`config.mk`:
```
export PLATFORM = sky130hd
export DESIGN_NAME = uart_rx_8n1
export DESIGN_NICKNAME = d
export VERILOG_FILES = /design/src/rtl/uart_pkg.sv /design/src/rtl/uart_oversample_tick.sv /design/src/rtl/uart_rx_8n1.sv
export SDC_FILE = /design/constraint.sdc
export NUM_CORES = 1
export LEC_CHECK = 0
export CAP_MARGIN = 20
export CORE_MARGIN = 2
export CORE_UTILIZATION = 35
export DETAILED_ROUTE_END_ITERATION = 10
export HOLD_SLACK_MARGIN = 0.06
export PLACE_DENSITY = 0.64
export SYNTH_ARGS = -nofsm -noshare
export SYNTH_HDL_FRONTEND = slang
export SYNTH_HIERARCHICAL = 1
export SYNTH_SLANG_ARGS = --single-unit
```
`constraint.sdc`:
```
create_clock -name clk -period 2.4 [get_ports clk]
set_input_delay 0.48 -clock clk [delete_from_list [all_inputs] [get_ports clk]]
set_output_delay 0.48 -clock clk [all_outputs]
set_load 0.02 [all_outputs]
```
`src/rtl/uart_pkg.sv`:
```
// Shared UART definitions: receiver state encoding, oversample default and baud divider.
package uart_pkg;

    localparam int unsigned OVERSAMPLE_DEFAULT = 16;

    typedef enum logic [2:0] {
        IDLE  = 3'd0,
        START = 3'd1,
        DATA  = 3'd2,
        STOP  = 3'd3,
        BREAK = 3'd4
    } rx_state_e;

    // Clock cycles per oversample tick, truncated; zero means the baud rate is unreachable.
    function automatic int unsigned calc_div(input int unsigned clock_freq,
                                             input int unsigned baud_rate,
                                             input int unsigned oversample);
        return clock_freq / (baud_rate * oversample);
    endfunction

endpackage

```
`src/rtl/uart_oversample_tick.sv`:
```
// Free-running divider producing a one-cycle clock-enable every DIV clocks.
module uart_oversample_tick #(
    parameter int unsigned DIV = 1
) (
    input  logic clk,
    input  logic rst_n,
    input  logic clear,
    output logic tick
);

    localparam int unsigned CntW = (DIV > 1) ? $clog2(DIV) : 1;
    localparam logic [CntW-1:0] CntLast = CntW'(DIV - 1);

    logic [CntW-1:0] cnt_q, cnt_d;

    always_comb begin
        cnt_d = cnt_q;
        if (clear || (cnt_q == CntLast)) begin
            cnt_d = '0;
        end else begin
            cnt_d = cnt_q + 1'b1;
        end
    end

    always_ff @(posedge clk or negedge rst_n) begin
        if (!rst_n) begin
            cnt_q <= '0;
        end else begin
            cnt_q <= cnt_d;
        end
    end

    assign tick = (cnt_q == CntLast);

endmodule

```
`src/rtl/uart_rx_8n1.sv`:
```
// 8N1 UART receiver: 2-flop synchroniser, oversampled start validation, mid-bit sampling.
module uart_rx_8n1
    import uart_pkg::*;
#(
    parameter int unsigned CLOCK_FREQ = 50000000,
    parameter int unsigned BAUD_RATE  = 9600,
    parameter int unsigned OVERSAMPLE = OVERSAMPLE_DEFAULT
) (
    input  logic       clk,
    input  logic       rst_n,
    input  logic       rx,
    output logic [7:0] rxbyte,
    output logic       rxdone,
    output logic       rxerror,
    output logic       rxbusy
);

    localparam int unsigned DIV = calc_div(CLOCK_FREQ, BAUD_RATE, OVERSAMPLE);
    localparam int unsigned OsW = $clog2(OVERSAMPLE);
    localparam logic [OsW-1:0] OsHalf = OsW'(OVERSAMPLE / 2 - 1);
    localparam logic [OsW-1:0] OsLast = OsW'(OVERSAMPLE - 1);

    if (DIV == 0) begin : g_bad_div
        $error("uart_rx_8n1: CLOCK_FREQ too low for BAUD_RATE*OVERSAMPLE");
    end
    if ((OVERSAMPLE < 4) || (OVERSAMPLE % 2 != 0)) begin : g_bad_os
        $error("uart_rx_8n1: OVERSAMPLE must be even and at least 4");
    end

    logic rx_meta, rx_s;

    always_ff @(posedge clk or negedge rst_n) begin
        if (!rst_n) begin
            rx_meta <= 1'b1;
            rx_s    <= 1'b1;
        end else begin
            rx_meta <= rx;
            rx_s    <= rx_meta;
        end
    end

    rx_state_e       state_q, state_d;
    logic [OsW-1:0]  os_cnt_q, os_cnt_d;
    logic [2:0]      bit_cnt_q, bit_cnt_d;
    logic [7:0]      shift_q, shift_d;
    logic [7:0]      rxbyte_q, rxbyte_d;
    logic            rxdone_q, rxdone_d;
    logic            rxerror_q, rxerror_d;
    logic            tick;
    logic            tick_clear;

    uart_oversample_tick #(
        .DIV (DIV)
    ) u_tick (
        .clk   (clk),
        .rst_n (rst_n),
        .clear (tick_clear),
        .tick  (tick)
    );

    always_comb begin
        state_d    = state_q;
        os_cnt_d   = os_cnt_q;
        bit_cnt_d  = bit_cnt_q;
        shift_d    = shift_q;
        rxbyte_d   = rxbyte_q;
        rxdone_d   = 1'b0;
        rxerror_d  = 1'b0;
        tick_clear = 1'b0;
        unique case (state_q)
            IDLE: begin
                // Realign the tick phase to the start edge.
                if (!rx_s) begin
                    state_d    = START;
                    os_cnt_d   = '0;
                    tick_clear = 1'b1;
                end
            end
            START: begin
                if (tick) begin
                    if (os_cnt_q == OsHalf) begin
                        os_cnt_d  = '0;
                        bit_cnt_d = '0;
                        state_d   = rx_s ? IDLE : DATA;
                    end else begin
                        os_cnt_d = os_cnt_q + 1'b1;
                    end
                end
            end
            DATA: begin
                if (tick) begin
                    if (os_cnt_q == OsLast) begin
                        os_cnt_d = '0;
                        shift_d  = {rx_s, shift_q[7:1]};
                        if (bit_cnt_q == 3'd7) begin
                            state_d = STOP;
                        end else begin
                            bit_cnt_d = bit_cnt_q + 1'b1;
                        end
                    end else begin
                        os_cnt_d = os_cnt_q + 1'b1;
                    end
                end
            end
            STOP: begin
                if (tick) begin
                    if (os_cnt_q == OsLast) begin
                        os_cnt_d = '0;
                        if (rx_s) begin
                            rxbyte_d = shift_q;
                            rxdone_d = 1'b1;
                            state_d  = IDLE;
                        end else begin
                            rxerror_d = 1'b1;
                            state_d   = BREAK;
                        end
                    end else begin
                        os_cnt_d = os_cnt_q + 1'b1;
                    end
                end
            end
            BREAK: begin
                // A held-low line must rise before another start is accepted.
                if (rx_s) begin
                    state_d = IDLE;
                end
            end
            default: begin
                state_d = IDLE;
            end
        endcase
    end

    always_ff @(posedge clk or negedge rst_n) begin
        if (!rst_n) begin
            state_q   <= IDLE;
            os_cnt_q  <= '0;
            bit_cnt_q <= '0;
            shift_q   <= '0;
            rxbyte_q  <= '0;
            rxdone_q  <= 1'b0;
            rxerror_q <= 1'b0;
        end else begin
            state_q   <= state_d;
            os_cnt_q  <= os_cnt_d;
            bit_cnt_q <= bit_cnt_d;
            shift_q   <= shift_d;
            rxbyte_q  <= rxbyte_d;
            rxdone_q  <= rxdone_d;
            rxerror_q <= rxerror_d;
        end
    end

    assign rxbyte  = rxbyte_q;
    assign rxdone  = rxdone_q;
    assign rxerror = rxerror_q;
    assign rxbusy  = (state_q == START) || (state_q == DATA) || (state_q == STOP);

endmodule

```
### Word level (Yosys, flattened, before mapping)

Index checks and enable logic that the tools add are counted.

* flip-flop bits (word level): 39
* output and inout port bits: 11
* logic and storage cells: 78
* input bits: 3

* multiplexer cells: 34
* reduce and logical (&&, ||, !) cells: 12
* equal/unequal tests: 19
* $add $sub $neg: 3

Operators with widths (number)
* $mux 3: 15
* $mux 4: 5
* $ne 2x2->1 const B: 10
* $pmux 3 s5: 1
* $pmux 4 s3: 1
* $add 9x1->9 const B: 1
* $eq 9x9->1 const B: 1
* $mux 1: 9
* $mux 9: 1
* $reduce_and 9->1: 1
* $reduce_and 4->1: 2
* $eq 3x2->1 const B: 2
* $eq 3x3->1 const B: 2
* $pmux 3 s2: 1
* $reduce_and 6->1: 1
* $add 4x1->4 const B: 1
* $eq 4x3->1 const B: 1
* $eq 4x4->1 const B: 1
* $add 3x1->3 const B: 1
* $eq 3x1->1 const B: 1
* $logic_not 3->1: 1
* $logic_or 1x1->1: 3
* $reduce_and 3->1: 1
* $reduce_bool 3->1: 1
* 4 further kinds: 4

### Logic depth before layout (Yosys ltp)

Gate-level depths: netlist of run 1.

* depth in word-level cells: 5
* gate-level depth with buffers: 8
* mapped depth without buffers: 8

### Hierarchy

Netlist of run 1, hierarchy kept.

Modules (own cells, without submodules)
* uart_rx_8n1: instances 1, cells an instance 114, area an instance 1397.6 µm²
* uart_oversample_tick: instances 1, cells an instance 47, area an instance 473.0 µm²

### Least setup slack after synthesis of run 1

OpenSTA, ideal clock, no wires.

* kind: reg-to-reg
* start: register u_tick.cnt_q[0]
* end: register rxbyte_q[0] (netlist: rxbyte[0])
* data required time: 2.275 ns
* cell stages (with the launch flop): 8
* arrival time: 2.217 ns
* period minus slack after synthesis: 2.342 ns
* setup slack: 0.058 ns
* cell sequence: dfrtp_1 inv_1 ha_1 nand2_1 nor4_1 nand4_4 nor2_8 mux2_2

* cells in the longest elaborated chain, start to end: 2

Ends and longest elaborated chain
* start, declared: line uart_oversample_tick.sv:14 `logic [CntW-1:0] cnt_q, cnt_d;`
* start signal, assigned: line uart_oversample_tick.sv:29 `cnt_q <= cnt_d;`
* $eq 9x9->1: line uart_oversample_tick.sv:33 `assign tick = (cnt_q == CntLast);`
* net tick: line uart_rx_8n1.sv:49 `logic tick;`
* $reduce_and 4->1 (no source line)
* end signal, assigned: line uart_rx_8n1.sv:148 `rxbyte_q <= rxbyte_d;`
* end, declared: line uart_rx_8n1.sv:46 `logic [7:0] rxbyte_q, rxbyte_d;`

The timed path passes the listed nets, and every way through them passes these cells.
A chain may end at the register's enable or synchronous reset.

### Final worst setup path of run 1

* start: register state_q[1]
* end: output port rxbusy

* cells in the longest elaborated chain, start to end: 3

Ends and longest elaborated chain
* start, declared: line uart_rx_8n1.sv:42 `rx_state_e state_q, state_d;`
* start signal, assigned: line uart_rx_8n1.sv:144 `state_q <= state_d;`
* $eq 3x1->1 / $eq 3x2->1 (equally long branches): line uart_rx_8n1.sv:157 `assign rxbusy = (state_q == START) || (state_q == DATA) || (state_q == STOP);`
* $logic_or 1x1->1: line uart_rx_8n1.sv:157
* $logic_or 1x1->1 *: line uart_rx_8n1.sv:157
* end, declared: line uart_rx_8n1.sv:15 `output logic rxbusy`

Every way passes the cells marked *; elsewhere a longest branch is shown, timed or not.

==> run summary, run 1 <==
Status: completed
Core ar.: 5140 µm²
Met3 Track Usage GR: 4.94%
Ports: 14
Worst-Skew Late Latency: 300 ps
Pwr Density: 523 nW/µm²
Fin Clk Skew: 5.74 ps
Iter 0 DRT Violations: 104
Initial antenna violation count: 0
Commonest cells post-synth: dfrtp_1 (37), mux2_2 (16), nand2_1 (13)
Cell Area, Synth: 1870 µm²
Clk sinks: 39
Drt total wl: 3.15 mm
Mapped Cells: 161
Hold Violations, Final: 0
Vias in the first global route: 1247
Die Area: 5950 µm²
Gr ovfl total: 0
Worst-path clk slew: 80 ps
FF-to-FF Start: u_tick/cnt_q[0]$_DFF_PN0_
Pin count of the biggest net entering global routing: 40
Nets@finish: 186
CP Data Required Time: 1920 ps
Root Buffer: clkbuf_8
Grt met2 use: 17.8%
Total Power: 1.13 mW
Fmax: 0.452 GHz
Sw frac: 23.0%
Yosys reg bits: 39
CP endpoint: rxbusy
Worst-path fanout max: 10
Row Count: 26
Routed vias: 1195
R2r worst-path depth: 8
Share of layout cells above drive strength 1: 24.0%
Most used routing layer: met2
Synth async-reset ratio: 100%
Fin crit period: 2210 ps
Pint: 0.870 mW
Peak VDD IR: 409 µV
Seq pwr share: 58.6%
Syn Nets: 169
Count of final max-slew check failures: 0
Endpoint class of the critical path: output port
TritonCTS clock tree: built
Yosys warns: 6
Wirelength per Cell: 12.7 µm
Main area contributors after synthesis: dfrtp_1 (49%), mux2_2 (9.6%), ha_1 (3.3%), dfstp_2 (2.8%), nand2_1 (2.6%)
Pleak: 0.978 nW
Finish-stage setup viols: 0
Critical path launch point: state_q[1]$_DFFE_PN0P_
Area grow syn2layout: 15.5%
DRC Markers: 0
Worst Hold Class: in2async
FF-to-FF End: bit_cnt_q[0]$_DFFE_PN0P_
# port buffers: 13
Arr. time, crit path: 1730 ps
Top cell type by total area after synthesis: dfrtp_1
Clk buf depth: 2
Comb power frac: 1.4%
Vias per cell: 4.80
Antenna cell count: 0
First-pass GRT wire length: 5.82 mm
CP startpoint kind: flop
Top-count cell post-synth: dfrtp_1
Post-synth EDFFs: 0
Netlist cell types: 44
Pre-antenna DRT Iters: 4
Synth Flop Type: dfrtp_1
Fin crit share: 92.1%
Seq/Total Area, Yosys: 52.3%
Initial core utilization: 36.4%
DP HPWL: 2.12 mm
Die H: 77.1 µm
Net switching power: 0.260 mW
All-Layer GR Usage: 12.6%
Post-synth top area share: 49.5%
Global placement routability congestion: 0.789
R2R Setup Slk: 420 ps
CTS Buf Count: 5
Post-CTS setup buffers: 0
Die W: 77.1 µm
Mean Syn Cell Area: 11.6 µm²
Clk pwr share: 40.0%
Pin slew with the least headroom to its limit: 843 ps
Slew headroom: 43.8%
H-tree Lvls: 2
RSZ-0062 raised after global routing: no
CP Class: reg2out
Met1 Use GR: 17.0%
Max-Cap Viols: 0
Setup tns final: 0 ps
DRT antenna net count: 0
-- cell type report --
cell class	instances	area [µm²]
flip-flops and latches	39	980
multi-input cells	109	833
clock inverters	3	25.0
repair buffers	14	133
clock buffers	5	68.8
fillers	515	2980
well taps	70	87.6
inverters	9	33.8
-- critical path: stages, from the launching register on --
cell and delay (ps):
dfrtp_1 510, nor2_2 310, nor2_1 70, clkdlybuf4s50_1 540
-- through the flow --
step | setup slack [ps] | instances | hold slack, ps | area [µm²] | utilization, %
6_report | 190 | 249 | 284 | 2160 | 42.0
3_3_place_gp | 347 | 241 | 347 | 2060 | 40.1
5_1_grt | 21.6 | 249 | 361 | 2160 | 42.0
3_5_place_dp | 339 | 241 | 353 | 2060 | 40.1
4_1_cts | 14.9 | 249 | 314 | 2160 | 42.0
2_1_floorplan | 58.5 | 161 | 184 | 1870 | -
-- metal layers --
layer  share of wire [%]  wire length (µm)  up-vias
li1                    -                 -      600
met1                  49              1560      572
met2                  44              1390       17
met3                 4.3               134        6
met4                 2.1                65        0
met5                   0                 0        -
-- logic make-up (layout without fill, tap and decap cells) --
logic type / count (synthesis) / in the layout / synth area share, %
xor+xnor: 3 / 3 / 1.40
flops: 39 / 39 / 52.3
fa+ha+maj: 5 / 5 / 3.34
mux: 19 / 19 / 11.3
simple gates: 58 / 58 / 19.2
buf+inv: 13 / 31 / 3.28
compound gates: 24 / 24 / 9.16
-- timing repair --
item | 4_1_cts | 5_1_grt
setup endpoints to repair | 0 | 1
hold buffers | 0 | 0
gates resized for setup | 0 | 2
-- cell usage in the layout (no fill, tap or decap), drive strengths merged, types with 3 or more instances in the layout --
cell,n
a21oi,8
nor2,14
ha,5
nand2b,3
nand2,14
o21ai,9
dfrtp,37
clkdlybuf4s50,12
nand4,4
inv,9
nand3,5
or3,4
clkbuf,5
mux2,17
-- flip-flops by register name (all words and copies together) (netlist names) --
name,count
rx_meta,1
state_q,3
rxdone,1
u_tick/cnt_q,9
rxbyte,8
os_cnt_q,4
bit_cnt_q,3
rxerror,1
rx_s,1
shift_q,8
-- power groups by stage --
stage	registers, mW	logic, mW	clock network (mW)
2_1_floorplan	0.673	0.00352	0
3_3_place_gp	0.675	0.0176	0
3_5_place_dp	0.675	0.0178	0
4_1_cts	0.662	0.0175	0.476
5_1_grt	0.662	0.0202	0.511
6_report	0.662	0.0161	0.452
-- worst min path at each step --
stage	cells after the start	endpoint	from	slack, ps
3_3_place_gp	0	rx_s$_DFF_PN1_	rx_meta$_DFF_PN1_	350
4_1_cts	1	rxbyte[7]$_DFFE_PN0P_	rst_n	310
5_1_grt	1	rxbyte[7]$_DFFE_PN0P_	rst_n	360
2_1_floorplan	0	bit_cnt_q[0]$_DFFE_PN0P_	rst_n	180
6_report	1	u_tick/cnt_q[5]$_DFF_PN0_	rst_n	280
3_5_place_dp	0	rx_s$_DFF_PN1_	rx_meta$_DFF_PN1_	350
(Power assumes the default switching activity.)
==> inputs of run 2 (changes only) <==
SETUP_SLACK_MARGIN = 0.15   (was unset)
==> run 2 against run 1 <==
Global-route usage down 0.65 points. Setup slack better by 240 ps. First-iteration DRC count decreased by 44%. Die area unchanged. Critical path depth increased by 5. Design area rose by 2.0%. Hold slack better by 9.5 ps. Critical endpoint is now bit_cnt_q[0]$_DFFE_PN0P_. Largest cell class unchanged. Highest routed layer unchanged.
==> run summary, run 2 (synthesized netlist as in run 1, its figures left out) <==
Wirelength per Cell: 12.7 µm
Gr ovfl total: 0
All-Layer GR Usage: 11.9%
DRT antenna net count: 0
CTS Buf Count: 5
Row Count: 26
DP Area: 2080 µm²
Fin crit period: 1970 ps
Worst-path fanout max: 6
Global placement routability congestion: 0.797
Multi-input gate area: 837 µm²
CP Data Required Time: 2580 ps
Hold Violations, Final: 0
Seq pwr share: 53.4%
DP HPWL: 2.15 mm
RSZ-0062 raised after global routing: no
Antenna cell count: 0
Worst Hold Class: in2async
Core ar.: 5140 µm²
# port buffers: 13
Fin crit share: 81.9%
Finish-stage setup viols: 0
Net switching power: 0.263 mW
Max-Cap Viols: 0
Initial core utilization: 36.4%
Arr. time, crit path: 2140 ps
Ports: 14
Status: completed
Pin count of the biggest net entering global routing: 40
Setup tns final: 0 ps
Fmax: 0.508 GHz
Pleak: 0.997 nW
Pre-antenna DRT Iters: 4
CP Cell Sequence: inv_1, ha_1, nand2_1, nor4_2, buf_4, and2b_1, nand4_2, mux2_1
Area grow syn2layout: 17.8%
Slowest Stage Delay on Critical Path: 410 ps
Commonest non-fill, non-tap cell in the layout: dfrtp_1
Worst-Skew Late Latency: 290 ps
Vias in the first global route: 1168
Sw frac: 21.3%
Die W: 77.1 µm
Nets@finish: 188
Root Buffer: clkbuf_8
Slew headroom: 42.4%
Pin slew with the least headroom to its limit: 863 ps
Drt total wl: 3.20 mm
DRC Markers: 0
Max reg flops: 9
Die H: 77.1 µm
Vias per cell: 4.81
Pint: 0.975 mW
Fillers: 515
Routed vias: 1207
Endpoint class of the critical path: flop
Commonest cells after routing, fill and taps aside: dfrtp_1 (36), mux2_2 (16), nand2_1 (13)
Clk buf depth: 2
Clk sinks: 39
Initial antenna violation count: 0
CP Class: reg2reg
Final instance area: 2200 µm²
Comb power frac: 1.3%
First-pass GRT wire length: 5.56 mm
Critical path's slowest cell: dfrtp_1
Share of layout cells above drive strength 1: 24.9%
Clk pwr share: 45.2%
Pwr Density: 562 nW/µm²
Count of final max-slew check failures: 0
Peak VDD IR: 380 µV
Hold buffer count at cts: 0
H-tree Lvls: 2
Die Area: 5950 µm²
Iter 0 DRT Violations: 58
Delay-heaviest family, CP: simple AND/OR/NAND/NOR gates
Critical path buffers and inverters: 2
Register area: 980 µm²
Register name with the most flops: u_tick/cnt_q
CP startpoint kind: flop
Worst-path clk slew: 80 ps
TritonCTS clock tree: built
Fin Clk Skew: 7.23 ps
run 2: repair_timing:
item / CTS / global route
setup buffers: 0 / 0
setup endpoints to repair: 1 / 1
resized for setup: 1 / 1
run 2: power by group through the flow:
stage | clock network (mW) | logic, mW | registers (mW)
detailed placement | 0 | 0.0178 | 0.675
finish | 0.560 | 0.0164 | 0.662
CTS | 0.579 | 0.0178 | 0.662
floorplan | 0 | 0.00352 | 0.673
global route | 0.603 | 0.0202 | 0.662
global placement | 0 | 0.0177 | 0.675
run 2: per-stage QoR:
stage / worst slack (ps) / hold slack (ps) / util [%] / instances / total power [mW]
detailed placement: 439 / 347 / 40.6 / 243 / 0.693
floorplan: 342 / 184 / - / 161 / 0.676
CTS: 237 / 327 / 42.8 / 251 / 1.26
global placement: 469 / 346 / 40.6 / 243 / 0.693
global route: 295 / 361 / 42.9 / 251 / 1.29
finish: 433 / 293 / 42.9 / 251 / 1.24
run 2: path summary, 6_finish.rpt:
| check | startpoint | end | slack, ps | depth (start not counted) |
|---|---|---|---|---|
| setup / recovery | u_tick/cnt_q[0]$_DFF_PN0_ | bit_cnt_q[0]$_DFFE_PN0P_ | 430 | 8 |
| min in group clk | rx_meta$_DFF_PN1_ | rx_s$_DFF_PN1_ | 360 | 0 |
| hold / removal | rst_n | rxbyte[2]$_DFFE_PN0P_ | 290 | 1 |
| hold reg to reg | rx_meta$_DFF_PN1_ | rx_s$_DFF_PN1_ | 360 | 0 |
| setup reg to reg | u_tick/cnt_q[0]$_DFF_PN0_ | bit_cnt_q[0]$_DFFE_PN0P_ | 430 | 8 |
| max in group asynchronous | rst_n | state_q[1]$_DFFE_PN0P_ | 1510 | 1 |
run 2: routing by layer:
metal  vias to the layer above  share of wire [%]  GRT usage (%)  wire length, µm
met1                       572                 50           16.3             1610
met4                         0                1.5           5.36               49
met3                         5                3.7           3.41              118
met5                         -                  0              0                0
met2                        18                 44           17.5             1420
li1                        612                  -              -                -
run 2: layout make-up:
| cell class | instances | share of cell area [%] |
|---|---|---|
| clock buffers | 5 | 3.12 |
| clock inverters | 3 | 2.10 |
| inverters | 9 | 1.53 |
| multi-input cells | 109 | 38.0 |
| flip-flops and latches | 39 | 44.5 |
| well taps | 70 | 3.98 |
| repair buffers | 16 | 6.81 |
